<file path="src/rtl/alu_share_ctrl_pkg.sv">
// Shared definitions for the two-requester shared-ALU controller:
// op codes, FSM states and condition-code bit positions.
package alu_share_ctrl_pkg;

  typedef enum logic [1:0] {
    OP_ADD = 2'd0,
    OP_SUB = 2'd1,
    OP_AND = 2'd2,
    OP_XOR = 2'd3
  } op_e;

  typedef enum logic [1:0] {
    ST_IDLE = 2'd0,
    ST_EXEC = 2'd1,
    ST_RESP = 2'd2
  } state_e;

  // cc is packed as {ZF,SF,OF}
  localparam int unsigned CC_ZF = 2;
  localparam int unsigned CC_SF = 1;
  localparam int unsigned CC_OF = 0;

  localparam logic [2:0] CC_RESET = 3'b100;

endpackage

</file>
<file path="src/rtl/alu_share_ctrl_core.sv">
// Combinational 64-bit ALU: add/sub share one adder (sub = a + ~b + 1),
// plus bitwise and/xor and the ZF/SF/OF flags.
module alu_core
  import alu_share_ctrl_pkg::*;
(
  input  logic [1:0]  op,
  input  logic [63:0] a,
  input  logic [63:0] b,
  output logic [63:0] result,
  output logic        zf,
  output logic        sf,
  output logic        of
);

  logic        w_sub;
  logic        w_arith;
  logic [63:0] w_b_eff;
  logic [63:0] w_sum;

  assign w_sub   = (op_e'(op) == OP_SUB);
  assign w_arith = (op_e'(op) == OP_ADD) || w_sub;
  assign w_b_eff = w_sub ? ~b : b;
  assign w_sum   = a + w_b_eff + {63'd0, w_sub};

  always_comb begin
    case (op_e'(op))
      OP_AND:  result = a & b;
      OP_XOR:  result = a ^ b;
      default: result = w_sum;
    endcase
  end

  assign zf = (result == '0);
  assign sf = result[63];
  // With b already inverted for sub, one same-sign rule covers both add and sub.
  assign of = w_arith && (a[63] == w_b_eff[63]) && (w_sum[63] != a[63]);

endmodule

</file>
<file path="src/rtl/alu_share_ctrl.sv">
// Round-robin arbiter sharing one alu_core between two requesters.
// IDLE grants and latches operands, EXEC registers the result, RESP strobes valid.
module alu_share_ctrl
  import alu_share_ctrl_pkg::*;
(
  input  logic        clk,
  input  logic        rst,
  input  logic        req0,
  input  logic        req1,
  input  logic [1:0]  op0,
  input  logic [1:0]  op1,
  input  logic [63:0] a0,
  input  logic [63:0] b0,
  input  logic [63:0] a1,
  input  logic [63:0] b1,
  output logic        gnt0,
  output logic        gnt1,
  output logic        valid,
  output logic        res_id,
  output logic [63:0] result,
  output logic [2:0]  cc,
  output logic        busy
);

  state_e      r_state;
  logic        r_fav1;
  logic        r_owner;
  logic [1:0]  r_op;
  logic [63:0] r_a;
  logic [63:0] r_b;
  logic        r_valid;
  logic        r_res_id;
  logic [63:0] r_result;
  logic [2:0]  r_cc;

  logic        w_idle;
  logic        w_pick1;
  logic [63:0] w_alu_res;
  logic        w_zf;
  logic        w_sf;
  logic        w_of;

  alu_core u_alu (
    .op     (r_op),
    .a      (r_a),
    .b      (r_b),
    .result (w_alu_res),
    .zf     (w_zf),
    .sf     (w_sf),
    .of     (w_of)
  );

  // Grants are decoded from the registered state so they can only appear in IDLE
  // and the requester sees its accept in the same cycle it is latched.
  assign w_idle  = (r_state == ST_IDLE) && !rst;
  assign w_pick1 = req1 && (!req0 || r_fav1);
  assign gnt0    = w_idle && req0 && !w_pick1;
  assign gnt1    = w_idle && w_pick1;

  always_ff @(posedge clk) begin
    if (rst) begin
      r_state  <= ST_IDLE;
      r_fav1   <= 1'b0;
      r_owner  <= 1'b0;
      r_op     <= '0;
      r_a      <= '0;
      r_b      <= '0;
      r_valid  <= 1'b0;
      r_res_id <= 1'b0;
      r_result <= '0;
      r_cc     <= CC_RESET;
    end else begin
      r_valid <= 1'b0;
      case (r_state)
        ST_IDLE: begin
          if (gnt0 || gnt1) begin
            r_op    <= w_pick1 ? op1 : op0;
            r_a     <= w_pick1 ? a1  : a0;
            r_b     <= w_pick1 ? b1  : b0;
            r_owner <= w_pick1;
            r_fav1  <= !w_pick1;
            r_state <= ST_EXEC;
          end
        end
        ST_EXEC: begin
          r_result     <= w_alu_res;
          r_cc[CC_ZF]  <= w_zf;
          r_cc[CC_SF]  <= w_sf;
          r_cc[CC_OF]  <= w_of;
          r_res_id     <= r_owner;
          r_valid      <= 1'b1;
          r_state      <= ST_RESP;
        end
        ST_RESP: r_state <= ST_IDLE;
        default: r_state <= ST_IDLE;
      endcase
    end
  end

  assign valid  = r_valid;
  assign res_id = r_res_id;
  assign result = r_result;
  assign cc     = r_cc;
  assign busy   = (r_state != ST_IDLE);

endmodule

</file>
<file path="config.mk">
export PLATFORM = sky130hd
export DESIGN_NAME = alu_share_ctrl
export DESIGN_NICKNAME = d
export VERILOG_FILES = /design/src/rtl/alu_share_ctrl_pkg.sv /design/src/rtl/alu_share_ctrl_core.sv /design/src/rtl/alu_share_ctrl.sv
export SDC_FILE = /design/constraint.sdc
export NUM_CORES = 1
export LEC_CHECK = 0
export ABC_AREA = 0
export BUFFER_PORTS_ARGS = -buffer_cell sky130_fd_sc_hd__buf_2
export CAP_MARGIN = 25
export CELL_PAD_IN_SITES_DETAIL_PLACEMENT = 0
export CELL_PAD_IN_SITES_GLOBAL_PLACEMENT = 1
export CORE_ASPECT_RATIO = 0.6
export CORE_UTILIZATION = 35
export DETAILED_ROUTE_END_ITERATION = 8
export PLACE_DENSITY = 0.71
export SLEW_MARGIN = 30
export SYNTH_ARGS = -nofsm -noshare
export SYNTH_HDL_FRONTEND = slang
export SYNTH_HIERARCHICAL = 1
export SYNTH_SLANG_ARGS = --single-unit
</file>
<file path="constraint.sdc">
create_clock -name clk -period 6.9 [get_ports clk]
set_clock_uncertainty 0.15 [all_clocks]
set_input_delay 0.69 -clock clk [delete_from_list [all_inputs] [get_ports clk]]
set_output_delay 0.69 -clock clk [all_outputs]
set_load 0.01 [all_outputs]
</file>
==> results.cfg, run 1 <==
[final_layout]
diodes = 0
final_area_sq_mm = 0.01834
fin_cells = 2781
final_nets = 2581
drive_gt1_share_pct = 19.71
syn2layout_area_growth_pct = 16.95

[floorplanning]
core_sq_mm = 0.04378
ios = 336
fp-row-count = 59
initial_core_util_pct = 35.82
fp.dieH_um = 166.0
dieArea_sq_mm = 0.04568
fp.dieW_um = 275.3

[global_route]
antenna_found_initial = 0
grt_pass1_vias = 14826
grt_pass1_wl_um = 89770
grt_usage_pct = 24.89
overflow = 0
grt_start_max_net_pins = 117

[sta]
finalSetupTns_ps = 0
hold_violations = 0
layout_min_cycle_time_ps = 5796
worstMarginPinSlew_ps = 913.5
maxSlewHeadroom_pct = 38.94
fin_crit_sh_pct = 83.99
rsz0062_at_grt = no
final-setup-viol-count = 0
slew_violations = 0
clock.fmax_ghz = 0.1725

[drt]
wl_per_cell_um = 21.24
first_iter_violations = 1186
firstDrtPassIters = 5
post-route-drc-count = 0
vias_per_cell = 5.676
totalWireLength_um = 59080
drtAntennaViolNets = 0
vias = 15784

[placed_design]
place_congestion = 0.9173
place_area_sq_mm = 0.01760
dp_cells = 2744
dpl.hpwl_um = 46260
io_buffers = 335

[setup_path]
critPathMaxFanout = 30
endpoint_kind = flop
cp.required_ps = 7220
worstPathArrival_ps = 6110
critPathKind = reg2reg
worstSetupStartpoint = r_op[1]
start_kind = flop
r2r_start = r_op[1]

[job]
drv_cap = 0

[worst_hold_path]
hold_class = in2reg
min_from = a0[53]

[clocking]
clock_latency_ps = 520
clock_path_buffers = 3
cts_buffers = 21
post_cts_buffers = 0
tritoncts = done
clkTransAtPathRegs_ps = 70
htreeDepth = 1
clock_sinks = 203
cts_root_buffer = clkbuf_16
postCtsHoldBufs = 0
cts_resized = 0

[synthesis]
synth_edf_count = 0
synth_area_leaders = dfxtp_1 26%, ha_1 10%, a221o_1 7.7%
ys_ff_latch = 203
yosysTopAreaCell = dfxtp_1
ys_warn_count = 6
seq_area_frac_synth_pct = 25.92
yosysUniqueCellTypes = 79
syn_area_per_cell_sq_um = 7.960
async_flop_share_pct = 0
synth_commonest_cells = 219 x nand2_1, 203 x dfxtp_1, 178 x a21oi_1
synth_nets = 2362
synth_cells = 1970
synth_flop_cell = dfxtp_1
synth_top_area_share_pct = 25.92
synth_area_sq_mm = 0.01568
synth.most_common_cell = nand2_1

[pwr]
vdd_drop_max_mv = 0.1276
power.density_mw_per_mm2 = 240.1
p_leak_nw = 7.715

[outcome]
status = complete, no violations
-- power by group --
part / internal, mW / switching (mW)
sequential: 1.29 / 0.141
combinational: 0.674 / 1.08
clock: 0.725 / 0.489
-- layout make-up --
class                      count  area [sq um]
fill                        4568         25440
multi-input combinational   1467         10440
tap                          579         724.4
clock inverter                 7         112.6
timing repair buffer         354          1851
sequential                   203          4071
clock buffer                  29         606.8
inverter                     142         533.0
-- cells in the final DEF (no fill, tap or decap), types with 17 or more instances in the layout --
cell type | synthesis | final
o21ai_0 | 81 | 80
dfxtp_1 | 203 | 201
nor3_1 | 34 | 34
xnor2_1 | 88 | 88
nor2_1 | 83 | 82
o211ai_1 | 17 | 17
a21oi_1 | 178 | 178
a211oi_1 | 132 | 132
inv_1 | 141 | 141
a21o_1 | 37 | 37
nand4_1 | 27 | 27
a221o_1 | 121 | 121
mux2i_1 | 37 | 37
ha_1 | 127 | 127
mux2_2 | 17 | 17
buf_2 | 29 | 334
nand2_1 | 219 | 218
xor2_1 | 24 | 24
clkbuf_16 | 0 | 22
nor4_1 | 31 | 31
-- through the flow --
step / utilization, % / setup slack (ps) / hold WS [ps] / total power [mW]
2_1_floorplan: - / 676.7 / 282.1 / 2.593
3_3_place_gp: 40.21 / 977.8 / 293.2 / 3.172
3_5_place_dp: 40.21 / 1183 / 295.1 / 3.179
4_1_cts: 41.86 / 1181 / 207.9 / 4.415
5_1_grt: 41.89 / 840.8 / 218.8 / 4.669
6_report: 41.89 / 1104 / 231.9 / 4.403
-- worst paths after layout --
check / slack, ps / to / cells after the start
worst max-delay path: 1100 / cc[2] / 17
worst min-delay path: 230 / r_a[53] / 2
worst max register to register: 1100 / cc[2] / 17
worst min register to register: 300 / result[17] / 2
-- state kept, by name (all words and copies together), names as in the netlist --
register	count
result	64
r_owner	1
r_fav1	1
valid	1
r_b	64
res_id	1
r_op	2
cc	3
r_state	2
r_a	64
-- logic make-up (layout without fill, tap and decap cells) --
kind of cell    count (synthesis)  in the layout  synth area share, %
mux                            54             54                3.583
compound gates                678            678                30.92
fa+ha+maj                     128            128                10.26
simple gates                  495            495                15.32
buf+inv                       300            532                7.748
xor+xnor                      112            112                6.255
flops                         203            203                25.92
-- routing by layer --
| layer | up-vias | part of all wire, % | global-route usage [%] |
|---|---|---|---|
| met3 | 25 | 6.6 | 4.121 |
| met1 | 7518 | 56 | 42.31 |
| met4 | 0 | 0.72 | 2.210 |
| li1 | 7730 | - | - |
| met2 | 511 | 37 | 32.11 |
| met5 | - | 0 | 0 |
-- worst max-delay path, cell delays in order, from the launching register on --
cell and delay, ps:
dfxtp_4 360, clkinv_1 110, nand2_4 440, xnor2_1 140, ha_1 410, a21oi_1 400, o21ai_1 260, a211oi_1 550
nor4_1 190, nor4_2 630, o211a_1 280, xor2_1 140, o21ai_0 210, a2111o_1 530, or4_4 460, nor4_2 270
nand2_1 80, nand3b_1 110
Note: power is estimated with default switching activity, not from simulation.
==> run 2: changes to the inputs <==
--- a/config.mk
+++ b/config.mk
@@ -5,7 +5,7 @@
 export SDC_FILE = /design/constraint.sdc
 export NUM_CORES = 1
 export LEC_CHECK = 0
-export ABC_AREA = 0
+export ABC_AREA = 1
 export BUFFER_PORTS_ARGS = -buffer_cell sky130_fd_sc_hd__buf_2
 export CAP_MARGIN = 25
 export CELL_PAD_IN_SITES_DETAIL_PLACEMENT = 0
@@ -13,7 +13,7 @@
 export CORE_ASPECT_RATIO = 0.6
 export CORE_UTILIZATION = 35
 export DETAILED_ROUTE_END_ITERATION = 8
-export PLACE_DENSITY = 0.71
+export PLACE_DENSITY = 0.78
 export SLEW_MARGIN = 30
 export SYNTH_ARGS = -nofsm -noshare
 export SYNTH_HDL_FRONTEND = slang
==> constraint.sdc (replaced) <==
create_clock -name clk -period 5 [get_ports clk]
set_clock_uncertainty 0.15 [all_clocks]
set_input_delay 0.5 -clock clk [delete_from_list [all_inputs] [get_ports clk]]
set_output_delay 0.5 -clock clk [all_outputs]
set_load 0.01 [all_outputs]
==> run 2 against run 1 <==
Net effect:
- final area is 12% higher
- via count increased by 31%
- global-route usage rose by 4.4 points
- highest routed layer is now met5
- combinational power down 4%
- critical path type unchanged
- non-clock buffer count increased by 10
- area after synthesis is 13% higher
- clock power up 59%
- sequential share of layout area fell by 2.5 points
- setup slack worse by 430 ps
- first-iteration DRC count up 80%
- final cell count up 43%
==> results.cfg, run 2 <==
[outcome]
status = complete, no violations

[setup_path]
critPathKind = reg2reg
slowest_delay_ps = 380
endpoint_kind = flop
start_kind = flop
worstPathArrival_ps = 4670
cp_slowest_cell = fa_1
cpMostUsedCell = nand3_1
critPathMaxFanout = 26
cp.required_ps = 5340

[placed_design]
place_congestion = 1.068
dpl.hpwl_um = 63790
io_buffers = 335
dp_cells = 3929
pre_cts_ws_ps = 743.8

[global_route]
grt_pass1_wl_um = 113900
grt_pass1_vias = 18545
antenna_found_initial = 3
overflow = 0
grt_usage_pct = 29.29
grt_start_max_net_pins = 121

[pwr]
p_clk_share_pct = 35.1
power_frac_comb_pct = 30.7
swShare_pct = 36.84
p_seq_share_pct = 34.2
p_sw_mw = 2.012
power.density_mw_per_mm2 = 264.9
vdd_drop_max_mv = 0.2016
p_leak_nw = 10.98
p_int_mw = 3.450

[synthesis]
synth_top_area_share_pct = 22.94
synthSimpleGateAreaFrac_pct = 44.48
synth.most_common_cell = nand2_1
synth_cells = 3068
seq_area_frac_synth_pct = 22.94
synth_area_leaders = dfxtp_1 23%, nand2_1 23%, nand3_1 12%
ys_warn_count = 6
synth_area_sq_mm = 0.01772
synth_top_family_by_area = simple AND/OR/NAND/NOR gates
synth_commonest_cells = 1072 x nand2_1, 409 x nand3_1, 314 x nor2_1
synth-adder-area-share_pct = 9.081
synth_nets = 3460
async_flop_share_pct = 0
synth_compound_area_share_pct = 9.427
ys_ff_latch = 203
yosysUniqueCellTypes = 40
synth_edf_count = 0
syn_area_per_cell_sq_um = 5.775
muxShareOfSynthArea_pct = 0
synth_xor_area_share_pct = 3.164
synth_flop_cell = dfxtp_1
yosysTopAreaCell = dfxtp_1

[clocking]
htreeDepth = 1
clkTransAtPathRegs_ps = 70
post_cts_buffers = 0
clock_latency_ps = 570
cts_root_buffer = clkbuf_16
tritoncts = done
cts_buffers = 23
clock_path_buffers = 3
postCtsHoldBufs = 0
cts_resized = 0
clock_sinks = 203

[final_layout]
fill_cells = 5550
fin_cells = 3972
syn2layout_area_growth_pct = 16.38
layout.cells.most_common = nand2_1
final_nets = 3696
mostFrequentLayoutCells = 1069 x nand2_1, 409 x nand3_1, 333 x buf_2, 314 x nor2_1, 302 x inv_1
drive_gt1_share_pct = 13.49
multi_input_area_sq_mm = 0.01177
ff_latch_area_sq_mm = 0.004066

[sta]
maxSlewHeadroom_pct = 38.01
rsz0062_at_grt = no
slew_violations = 0
layout_min_cycle_time_ps = 4329
finalSetupTns_ps = 0
worstMarginPinSlew_ps = 928.5
clock.fmax_ghz = 0.2310
hold_violations = 0
hold_ws_ps = 111.8
fin_crit_sh_pct = 86.58
final-setup-viol-count = 0
worst_slack_ps = 671.1

[floorplanning]
fp-row-count = 63
initial_core_util_pct = 35.68
fp.dieW_um = 292.5
fp.dieH_um = 176.3
core_sq_mm = 0.04966
dieArea_sq_mm = 0.05156
ios = 336

[drt]
totalWireLength_um = 77570
vias_per_cell = 5.207
drtAntennaViolNets = 0
vias = 20683
wl_per_cell_um = 19.53
post-route-drc-count = 0
firstDrtPassIters = 8
first_iter_violations = 2140

[worst_hold_path]
hold_class = in2reg

[job]
drv_cap = 0
[run 2: cells by family (layout without fill, tap and decap cells)]
logic type      after synthesis  in the layout
compound gates              319            319
xor+xnor                     64             64
fa+ha+maj                   128            128
buf+inv                     468            721
flops                       203            203
other cells                   0              1
simple gates               1886           1886
[run 2: path summary, 6_finish.rpt]
path	from	to	slack (ps)	cells after the start
hold reg to reg	result[16]	result[16]	320	2
setup / recovery	r_op[1]	cc[2]	670	25
setup reg to reg	r_op[1]	cc[2]	670	25
hold / removal	a1[50]	r_a[50]	110	5
[run 2: per-stage QoR]
stage	instance area (sq um)	power (mW)	util (%)
final	20620	5.463	41.52
after global routing	20620	5.735	41.52
after CTS	20610	5.445	41.49
after detailed placement	19760	3.525	39.80
after global placement	19760	3.501	39.80
after floorplan	17720	2.875	-
[run 2: cell type report]
cell class / count / area share [%]
clock buffers: 29 / 3.046
flip-flops and latches: 203 / 19.72
multi-input cells: 2397 / 57.08
clock inverters: 13 / 1.038
well taps: 650 / 3.944
repair buffers: 364 / 9.430
inverters: 315 / 5.734
diodes: 1 / 0.01214
[run 2: layer usage]
layer / GRT usage (%) / vias up / part of all wire, %
met5: 3.752 / - / 0.38
met4: 4.494 / 8 / 1.4
met3: 13.67 / 69 / 14
met2: 34.00 / 921 / 33
met1: 46.12 / 9455 / 51
li1: - / 10230 / -
[run 2: worst max-delay path, delay by kind of cell, from the launching register on]
family	cells	cell delay [ps]
AO/OA/AOI/OAI	1	200
adder cells (fa/ha/maj)	1	380
buffers and inverters	4	520
flip-flops	1	330
AND/OR/NAND/NOR	19	2660
[run 2: power groups by stage]
stage                     Combinational (mW)  Clock, mW  Sequential [mW]
final                                   1.68       1.92             1.87
after global routing                    1.84       2.02             1.88
after CTS                               1.63       1.95             1.86
after detailed placement                1.63          0             1.90
after global placement                  1.61          0             1.90
after floorplan                         1.00          0             1.87
